===== src/rtl/timer_pkg.sv =====
// Shared definitions for the bus-programmable down-counter timer:
// FSM states, register map, CTRL bit positions and MODE encodings.
package timer_pkg;

    typedef enum logic [1:0] {
        IDLE,
        LOAD,
        CNT,
        INT
    } state_t;

    localparam logic [1:0] ADDR_CTRL   = 2'd0;
    localparam logic [1:0] ADDR_PRESET = 2'd1;
    localparam logic [1:0] ADDR_COUNT  = 2'd2;
    localparam logic [1:0] ADDR_PSC    = 2'd3;

    localparam int unsigned CTRL_EN_BIT   = 0;
    localparam int unsigned CTRL_MODE_LSB = 1;
    localparam int unsigned CTRL_MODE_MSB = 2;
    localparam int unsigned CTRL_IM_BIT   = 3;

    localparam logic [1:0] MODE_ONESHOT = 2'b00;
    localparam logic [1:0] MODE_AUTO    = 2'b01;

    // Only 01 reloads; 10/11 fall back to one-shot behaviour.
    function automatic logic is_auto(input logic [1:0] mode);
        return mode == MODE_AUTO;
    endfunction

endpackage


===== src/rtl/timer_ctrl_if.sv =====
// CPU peripheral-bus view of the timer: word-addressed register access plus
// the level interrupt line.
interface timer_ctrl_if #(
    parameter int WIDTH = 32
);

    logic [1:0]       addr;
    logic             we;
    logic [WIDTH-1:0] wdata;
    logic [WIDTH-1:0] rdata;
    logic             irq;

    modport master (
        output addr,
        output we,
        output wdata,
        input  rdata,
        input  irq
    );

    modport slave (
        input  addr,
        input  we,
        input  wdata,
        output rdata,
        output irq
    );

endinterface


===== src/rtl/timer_prescaler.sv =====
// Free-running 0..psc counter emitting a one-cycle tick on the terminal value;
// clr restarts the count so each LOAD begins a full prescale period.
module timer_prescaler #(
    parameter int PSC_W = 8
) (
    input  logic             clk,
    input  logic             reset,
    input  logic             clr,
    input  logic [PSC_W-1:0] psc,
    output logic             tick
);

    logic [PSC_W-1:0] cnt;

    assign tick = (cnt == psc);

    always_ff @(posedge clk) begin
        if (reset || clr) begin
            cnt <= '0;
        end else if (tick) begin
            cnt <= '0;
        end else begin
            cnt <= cnt + PSC_W'(1);
        end
    end

endmodule


===== src/rtl/timer_ctrl.sv =====
// Memory-mapped down-counter timer with one-shot/auto-reload modes and masked irq.
// Define TIMER_PRESCALE_EN to add the PSC register and tick-gated counting.
module timer_ctrl
    import timer_pkg::*;
#(
    parameter int WIDTH = 32,
    parameter int PSC_W = 8
) (
    input  logic        clk,
    input  logic        reset,
    timer_ctrl_if.slave bus
);

    state_t           state;
    state_t           state_nx;
    logic             ctrl_en;
    logic             ctrl_im;
    logic [1:0]       ctrl_mode;
    logic [WIDTH-1:0] preset_q;
    logic [WIDTH-1:0] count_q;
    logic [WIDTH-1:0] count_nx;
    logic             irq_pending;
    logic [PSC_W-1:0] psc_q;
    logic             tick;
    logic             wr_ctrl;
    logic             wr_preset;
    logic             eff_en;
    logic [1:0]       eff_mode;
    logic             int_entry;
    logic             hw_en_clr;
    logic [WIDTH-1:0] rdata_c;

    assign wr_ctrl   = bus.we && (bus.addr == ADDR_CTRL);
    assign wr_preset = bus.we && (bus.addr == ADDR_PRESET);

    // The FSM acts on the CTRL value being written this edge, not the stale one.
    assign eff_en   = wr_ctrl ? bus.wdata[CTRL_EN_BIT] : ctrl_en;
    assign eff_mode = wr_ctrl ? bus.wdata[CTRL_MODE_MSB:CTRL_MODE_LSB] : ctrl_mode;

`ifdef TIMER_PRESCALE_EN
    logic wr_psc;
    logic psc_clr;

    assign wr_psc  = bus.we && (bus.addr == ADDR_PSC);
    assign psc_clr = (state == LOAD);

    always_ff @(posedge clk) begin
        if (reset) begin
            psc_q <= '0;
        end else if (wr_psc) begin
            psc_q <= bus.wdata[PSC_W-1:0];
        end
    end

    timer_prescaler #(
        .PSC_W(PSC_W)
    ) u_prescaler (
        .clk  (clk),
        .reset(reset),
        .clr  (psc_clr),
        .psc  (psc_q),
        .tick (tick)
    );
`else
    assign psc_q = '0;
    assign tick  = 1'b1;
`endif

    always_comb begin
        state_nx  = state;
        count_nx  = count_q;
        int_entry = 1'b0;
        hw_en_clr = 1'b0;
        case (state)
            IDLE: begin
                if (eff_en) begin
                    state_nx = LOAD;
                end
            end
            LOAD: begin
                count_nx = preset_q;
                state_nx = CNT;
            end
            CNT: begin
                if (!eff_en) begin
                    state_nx = IDLE;
                end else if (tick) begin
                    if (count_q > WIDTH'(1)) begin
                        count_nx = count_q - WIDTH'(1);
                    end else begin
                        count_nx  = '0;
                        state_nx  = INT;
                        int_entry = 1'b1;
                    end
                end
            end
            INT: begin
                if (is_auto(eff_mode)) begin
                    state_nx = LOAD;
                end else begin
                    state_nx  = IDLE;
                    hw_en_clr = 1'b1;
                end
            end
            default: state_nx = IDLE;
        endcase
    end

    always_ff @(posedge clk) begin
        if (reset) begin
            state   <= IDLE;
            count_q <= '0;
        end else begin
            state   <= state_nx;
            count_q <= count_nx;
        end
    end

    // A CPU write to CTRL overrides the one-shot hardware clear of EN.
    always_ff @(posedge clk) begin
        if (reset) begin
            ctrl_en   <= 1'b0;
            ctrl_mode <= '0;
            ctrl_im   <= 1'b0;
        end else if (wr_ctrl) begin
            ctrl_en   <= bus.wdata[CTRL_EN_BIT];
            ctrl_mode <= bus.wdata[CTRL_MODE_MSB:CTRL_MODE_LSB];
            ctrl_im   <= bus.wdata[CTRL_IM_BIT];
        end else if (hw_en_clr) begin
            ctrl_en <= 1'b0;
        end
    end

    always_ff @(posedge clk) begin
        if (reset) begin
            preset_q <= '0;
        end else if (wr_preset) begin
            preset_q <= bus.wdata;
        end
    end

    always_ff @(posedge clk) begin
        if (reset) begin
            irq_pending <= 1'b0;
        end else if (int_entry) begin
            irq_pending <= 1'b1;
        end else if (wr_ctrl) begin
            irq_pending <= 1'b0;
        end
    end

    always_comb begin
        rdata_c = '0;
        case (bus.addr)
            ADDR_CTRL:   rdata_c[3:0] = {ctrl_im, ctrl_mode, ctrl_en};
            ADDR_PRESET: rdata_c = preset_q;
            ADDR_COUNT:  rdata_c = count_q;
            ADDR_PSC:    rdata_c = WIDTH'(psc_q);
            default:     rdata_c = '0;
        endcase
    end

    assign bus.rdata = rdata_c;
    assign bus.irq   = irq_pending & ctrl_im;

endmodule


===== src/flat_wrapper.sv =====
// flat-port wrapper written by rule: the top's interface ports become plain ports
module timer_ctrl_flat import timer_pkg::*;
#(
    parameter int WIDTH = 32,
    parameter int PSC_W = 8
)
  (clk, reset, bus_addr, bus_we, bus_wdata, bus_rdata, bus_irq);
  timer_ctrl_if #(.WIDTH(WIDTH)) bus_i ();
  input  logic clk;
  input  logic reset;
  input wire logic [$bits(bus_i.addr)-1:0] bus_addr;
  input wire logic [$bits(bus_i.we)-1:0] bus_we;
  input wire logic [$bits(bus_i.wdata)-1:0] bus_wdata;
  output wire logic [$bits(bus_i.rdata)-1:0] bus_rdata;
  output wire logic [$bits(bus_i.irq)-1:0] bus_irq;
  assign bus_i.addr = bus_addr;
  assign bus_i.we = bus_we;
  assign bus_i.wdata = bus_wdata;
  assign bus_rdata = bus_i.rdata;
  assign bus_irq = bus_i.irq;
  timer_ctrl #(.WIDTH(WIDTH), .PSC_W(PSC_W)) u_core (.clk(clk), .reset(reset), .bus(bus_i));
endmodule

===== config.mk =====
export PLATFORM = sky130hd
export DESIGN_NAME = timer_ctrl_flat
export DESIGN_NICKNAME = d
export VERILOG_FILES = /design/src/rtl/timer_pkg.sv /design/src/rtl/timer_ctrl_if.sv /design/src/rtl/timer_prescaler.sv /design/src/rtl/timer_ctrl.sv /design/src/flat_wrapper.sv
export SDC_FILE = /design/constraint.sdc
export NUM_CORES = 1
export LEC_CHECK = 0
export ABC_AREA = 1
export CAP_MARGIN = 0
export CORE_ASPECT_RATIO = 1.5
export CORE_MARGIN = 2
export CORE_UTILIZATION = 35
export DETAILED_ROUTE_END_ITERATION = 8
export MAX_ROUTING_LAYER = met4
export PLACE_DENSITY_LB_ADDON = 0.15
export SETUP_SLACK_MARGIN = 0.3
export SLEW_MARGIN = 20
export SYNTH_ARGS = -nofsm -noshare
export SYNTH_HDL_FRONTEND = slang
export SYNTH_SLANG_ARGS = --single-unit

===== constraint.sdc =====
create_clock -name clk -period 2 [get_ports clk]
set_input_delay 0.4 -clock clk [delete_from_list [all_inputs] [get_ports clk]]
set_output_delay 0.4 -clock clk [all_outputs]
set_load 0.005 [all_outputs]

==> flow_metrics.tcl, run 1 <==
set metrics [dict create \
    status "finished clean" \
    area_growth_pct 55.63 \
    overflow 0 \
    grt_first_pass_wirelength_um 23110 \
    start_util 0.3557 \
    finalCriticalPeriod_ns 1.808 \
    cp_data_arrival_time_ns 1.41 \
    ant_nets 0 \
    hp-class "register to register" \
    syn_nets 700 \
    p_sw_frac 0.3553 \
    multi_input_area_um2 3042 \
    end_kind "output port" \
    path_max_fanout 5 \
    maxSlewViolCount 0 \
    htreeDepth 3 \
    dr.first_iter.drc_count 209 \
    vdd_drop_max_mv 0.4750 \
    p_per_area_nw_per_um2 887.8 \
    worstMarginPinSlew_ns 0.4136 \
    ys_seq_area_frac 0.3342 \
    insertion_delay_ns 0.34 \
    drv_cap 0 \
    gp_congestion 0.9019 \
    critPathLaunchType "primary input" \
    grt_max_degree 54 \
    synth_area_per_cell_um2 6.473 \
    setup_viol 0 \
    dp_hpwl_um 9735 \
    seq_area_um2 1426 \
    period_share 0.9041 \
    cp.required_ns 1.60 \
    cts_buffer_depth 2 \
    num_antenna_cells 0 \
    clock_sinks 71 \
    core_area_um2 11960 \
    synth_top_area_cell "dfxtp_1" \
    r2r_cells 10 \
    timing.critical_path.from "bus_addr[0]" \
    first_pass_iters 5 \
    p_leak_nw 2.959 \
    synth.cell_area_um2 4253 \
    wire_per_inst_um 15.27 \
    clk_pin_slew_worst_paths_ns 0.05 \
    rows 49 \
    wirelength_um 14310 \
    path_class "primary input to output port" \
    dr_total_vias 4766 \
    p_seq_frac 0.284 \
    hold_viol 0 \
    whs_path_depth 2 \
    die_area_um2 13070 \
    worst_slack_ns 0.1918 \
    internal-power_mw 3.788 \
    die_w_um 94.01 \
    synthDistinctLibCells 34 \
    grt_pass1_vias 4604 \
    netlist_top_cells_area "dfxtp_1 (33%), nand2_1 (12%), a21oi_1 (11%), nor2_1 (8.6%), o21ai_0 (8.4%)" \
    clock_power_share 0.320 \
    endpoint "bus_rdata[21]" \
    ys_ff_latch 71 \
    gr-usage-all-layers 0.2293 \
    p_sw_mw 2.088 \
    yosysWarnings 0 \
    rr_startpoint "u_core.count_q[19]" \
    rsz0062_at_grt "yes" \
    port_buffers 69 \
    max_clock_freq_mhz 553.1 \
    yosysTopAreaCellShare 0.3342 \
    fillers 1154 \
    cts_tree "yes" \
    regToRegEndpoint "u_core.count_q[12]" \
    setup_tns_ns 0 \
    relSlewSlack 0.7243 \
    reg2reg_slack_ns 0.37 \
    skew_ns 0.004312 \
    layout-drive-gt1-share 0.3533 \
    numCtsBuffers 9 \
    drc_errors 0 \
    ios 70 \
    vias_per_cell 5.086 \
    pwr-share-comb 0.396 \
    nNetsFinal 823 \
    antenna_found_initial 0 \
    die_h_um 139.0 \
    dp_slack_ns -0.6146 \
    synthCells 657 \
    clockRootBuffer "clkbuf_16" \
]
==> worst min path at each step <==
stage	to	slack (ns)	startpoint
after global placement	u_core.irq_pending	0.46	u_core.irq_pending
after detailed placement	u_core.irq_pending	0.46	u_core.irq_pending
after floorplan	u_core.preset_q[10]	0.44	u_core.preset_q[10]
after CTS	u_core.irq_pending	0.47	u_core.irq_pending
after global routing	u_core.irq_pending	0.48	u_core.irq_pending
final	u_core.irq_pending	0.46	u_core.irq_pending
==> worst max-delay path: stages <==
cell and delay (ns):
buf_8 0.08, buf_6 0.10, ha_4 0.22, buf_6 0.13
buf_16 0.12, nand2_4 0.05, a21oi_2 0.16, buf_2 0.14
==> layer usage <==
metal | vias up | global-route usage | share of wire
li1 | 2403 | - | -
met1 | 2231 | 0.2774 | 0.42
met2 | 105 | 0.3816 | 0.52
met3 | 27 | 0.03533 | 0.039
met4 | 0 | 0.08391 | 0.021
met5 | - | - | 0
==> power groups by stage <==
stage / combinational [mW] / sequential (mW) / clock, mW
final: 2.33 / 1.67 / 1.88
after CTS: 2.07 / 1.64 / 1.90
after floorplan: 1.23 / 1.66 / 0
after global placement: 1.86 / 1.66 / 0
after global routing: 2.54 / 1.68 / 1.95
after detailed placement: 1.88 / 1.67 / 0
==> cells in the mapped netlist <==
library cell	count
nand2_1	136
nor2_1	97
a21oi_1	95
dfxtp_1	71
o21ai_0	71
inv_1	45
clkbuf_1	21
nand3_1	21
nand2_2	13
a21oi_2	10
xor2_1	10
nor2_2	8
xnor2_1	7
ha_1	6
nand4_1	6
inv_2	5
o21bai_1	5
buf_1	4
buf_2	3
nand3_2	3
nor2_4	3
clkbuf_2	2
nand2_4	2
o21ai_2	2
o22ai_1	2
a21oi_4	1
a22oi_1	1
a31oi_1	1
buf_6	1
buf_8	1
clkinv_1	1
nor3_1	1
o211ai_1	1
o21a_1	1
==> final cells by class <==
class                      count  share of cell area
multi-input combinational    504              0.4595
sequential                    71              0.2155
timing repair buffer         143              0.2129
clock buffer                  12             0.03875
inverter                      51             0.03081
tap                          153             0.02892
clock inverter                 3             0.01361
==> metrics by stage <==
| stage | std cells | area (µm²) | utilization | hold slack, ns | power (mW) |
|---|---|---|---|---|---|
| floorplan | 657 | 4253 | - | 0.4374 | 2.890 |
| global placement | 899 | 5493 | 0.4594 | 0.4574 | 3.520 |
| detailed placement | 899 | 5493 | 0.4594 | 0.4583 | 3.544 |
| CTS | 933 | 6262 | 0.5238 | 0.4669 | 5.614 |
| global route | 937 | 6619 | 0.5536 | 0.4807 | 6.178 |
| finish | 937 | 6619 | 0.5536 | 0.4636 | 5.876 |
==> flip-flops by register name, summed over array words and instances (netlist names) <==
name / flops
u_core.count_q: 32
u_core.ctrl_en: 1
u_core.state: 2
u_core.irq_pending: 1
u_core.preset_q: 32
u_core.ctrl_im: 1
u_core.ctrl_mode: 2
==> layout by cell type, fill, tap and decap left out, drive strengths merged <==
master         instances
o21a                   1
dlymetal6s2s           2
nand2                151
a22oi                  1
nor2                 108
xnor2                  7
a31oi                  1
a21oi                107
buf                  108
bufinv                 3
o211ai                 1
clkinv                 1
dfxtp                 71
o21ai                 73
ha                     6
clkdlybuf4s50         33
xor2                  10
nand3                 24
nand4                  6
clkbuf                12
o22ai                  2
inv                   50
o21bai                 5
nor3                   1
==> cell families (layout without fill, tap and decap cells) <==
logic type               after synthesis  in the layout  share of synthesized area
XOR/XNOR                              17             17                    0.03501
flip-flops                            71             71                     0.3342
adder cells (fa/ha/maj)                6              6                    0.01765
buffers and inverters                 83            209                    0.07914
AO/OA/AOI/OAI                        190            191                     0.2424
AND/OR/NAND/NOR                      290            290                     0.2916
==> repair_timing <==
| item | CTS | global route |
|---|---|---|
| endpoints found under the setup margin | 99 | 68 |
| hold buffers | 0 | 0 |
| pin swaps | 31 | 37 |
| cloned | 6 | 0 |
| resized for setup | 228 | 85 |
| setup buffers | 13 | 4 |
(Power assumes the default switching activity.)
==> run 2, diff against run 1 <==
==> constraint.sdc (replaced) <==
create_clock -name clk -period 2 [get_ports clk]
set_input_delay 0.2 -clock clk [delete_from_list [all_inputs] [get_ports clk]]
set_output_delay 0.2 -clock clk [all_outputs]
set_load 0.005 [all_outputs]
==> run 2 against run 1 <==
Against the previous run: worst hold slack improved by 0.0038 ns; maximum frequency rose by 10%; die area unchanged; register-to-register slack about the same; non-clock buffer count shrank 8.
==> flow_metrics.tcl, run 2 (synthesized netlist as in run 1, its figures left out) <==
set metrics [dict create \
    status "finished clean" \
    maxSlewViolCount 0 \
    max_clock_freq_mhz 609.9 \
    die_area_um2 13070 \
    seq_area_um2 1424 \
    path_cells "clkdlybuf4s15_1 -> inv_2 -> ha_2 -> buf_12 -> buf_12 -> nand2_1 -> a21oi_2 -> clkdlybuf4s15_1" \
    wire_per_inst_um 14.61 \
    dr.first_iter.drc_count 202 \
    finalCriticalPeriod_ns 1.640 \
    clockRootBuffer "clkbuf_16" \
    drc_errors 0 \
    port_buffers 69 \
    setup_tns_ns 0 \
    ctsHoldBuffers 0 \
    hold_viol 0 \
    die_h_um 139.0 \
    cp_data_arrival_time_ns 1.44 \
    grt_first_pass_wirelength_um 22540 \
    finalCoreUtilization 0.5109 \
    start_util 0.3557 \
    die_w_um 94.01 \
    path_max_fanout 12 \
    clk_pin_slew_worst_paths_ns 0.05 \
    layout-drive-gt1-share 0.2368 \
    first_pass_iters 4 \
    path_class "primary input to output port" \
    setup_viol 0 \
    p_leak_nw 2.501 \
    dp_hpwl_um 9745 \
    cts_tree "yes" \
    slowest_delay_ns 0.23 \
    fillers 1217 \
    ios 70 \
    finalPower_mw 5.585 \
    timing.critical_path.from "bus_addr[0]" \
    core_area_um2 11960 \
    rr_startpoint "u_core.count_q[10]" \
    insertion_delay_ns 0.34 \
    relSlewSlack 0.7264 \
    skew_ns 0.006537 \
    overflow 0 \
    clock_sinks 71 \
    final_cell_mix "nand2_1 (133), nor2_1 (84), a21oi_1 (77)" \
    hold_start "u_core.preset_q[2]" \
    hp-class "register to register" \
    critPathLaunchType "primary input" \
    grt_pass1_vias 4705 \
    nNetsFinal 815 \
    gp_congestion 0.9094 \
    wirelength_um 13590 \
    biggestRegsByFlops "u_core.count_q: 32 flops, u_core.preset_q: 32 flops" \
    period_share 0.8198 \
    vias_per_cell 4.911 \
    area_growth_pct 43.63 \
    num_antenna_cells 0 \
    grt_max_degree 54 \
    slowest_stage "clkdlybuf4s15_1" \
    multi_input_area_um2 2694 \
    dr_total_vias 4567 \
    drv_cap 0 \
    vdd_drop_max_mv 0.4785 \
    numCtsBuffers 9 \
    p_per_area_nw_per_um2 914.3 \
    end_kind "output port" \
    htreeDepth 3 \
    cts_buffer_depth 2 \
    rows 49 \
    antenna_found_initial 0 \
    ant_nets 0 \
    gr-usage-all-layers 0.2212 \
    worstMarginPinSlew_ns 0.4104 \
    cp.required_ns 1.80 \
    rsz0062_at_grt "yes" \
    layout_commonest_cell "nand2_1" \
]
==> run 2: worst max-delay path, delay by kind of cell <==
kind,cells,cell delay [ns]
AND/OR/NAND/NOR,1,0.07
adder cells (fa/ha/maj),1,0.19
buffers and inverters,5,0.80
AO/OA/AOI/OAI,1,0.17
==> run 2: path summary, 6_finish.rpt <==
| kind | end | slack (ns) | depth (start not counted) |
|---|---|---|---|
| min | u_core.preset_q[2] | 0.47 | 2 |
| max reg2reg | u_core.count_q[25] | 0.38 | 10 |
| min reg2reg | u_core.preset_q[2] | 0.47 | 2 |
| max | bus_rdata[21] | 0.36 | 8 |
==> run 2: cell type report <==
type / instances / share of cell area
clock buffers: 13 / 0.04261
clock inverters: 3 / 0.01065
inverters: 51 / 0.03134
multi-input cells: 504 / 0.4410
flip-flops and latches: 71 / 0.2331
well taps: 153 / 0.03134
repair buffers: 135 / 0.2100
==> run 2: repair_timing <==
| action | in CTS | in global routing |
|---|---|---|
| gates resized for setup | 74 | 53 |
| pin swaps | 2 | 7 |
| hold endpoints to repair | 0 | 0 |
| setup buffers | 5 | 6 |
| setup endpoints to repair | 64 | 40 |
| cloned | 1 | 0 |
==> run 2: report_power, final <==
group / switching, mW / internal (mW)
registers: 0.100 / 1.53
logic: 1.28 / 0.914
clock network: 0.599 / 1.16
total: 1.98 / 3.61
==> run 2: layer usage <==
metal / vias up / wire (µm) / track usage
li1: 2377 / - / -
met1: 2073 / 5712 / 0.2600
met2: 97 / 7040 / 0.3789
met3: 20 / 545 / 0.03533
met4: 0 / 292 / 0.07399
met5: - / 0 / -
==> run 2: stage by stage <==
stage	std cells	setup WS, ns	area, µm²	hold slack [ns]
floorplan	657	0.4037	4253	0.2691
global placement	902	-0.1838	5515	0.4572
detailed placement	902	-0.2202	5515	0.4598
CTS	924	0.3055	5981	0.4702
global route	930	0.2524	6108	0.4913
finish	930	0.3604	6108	0.4674
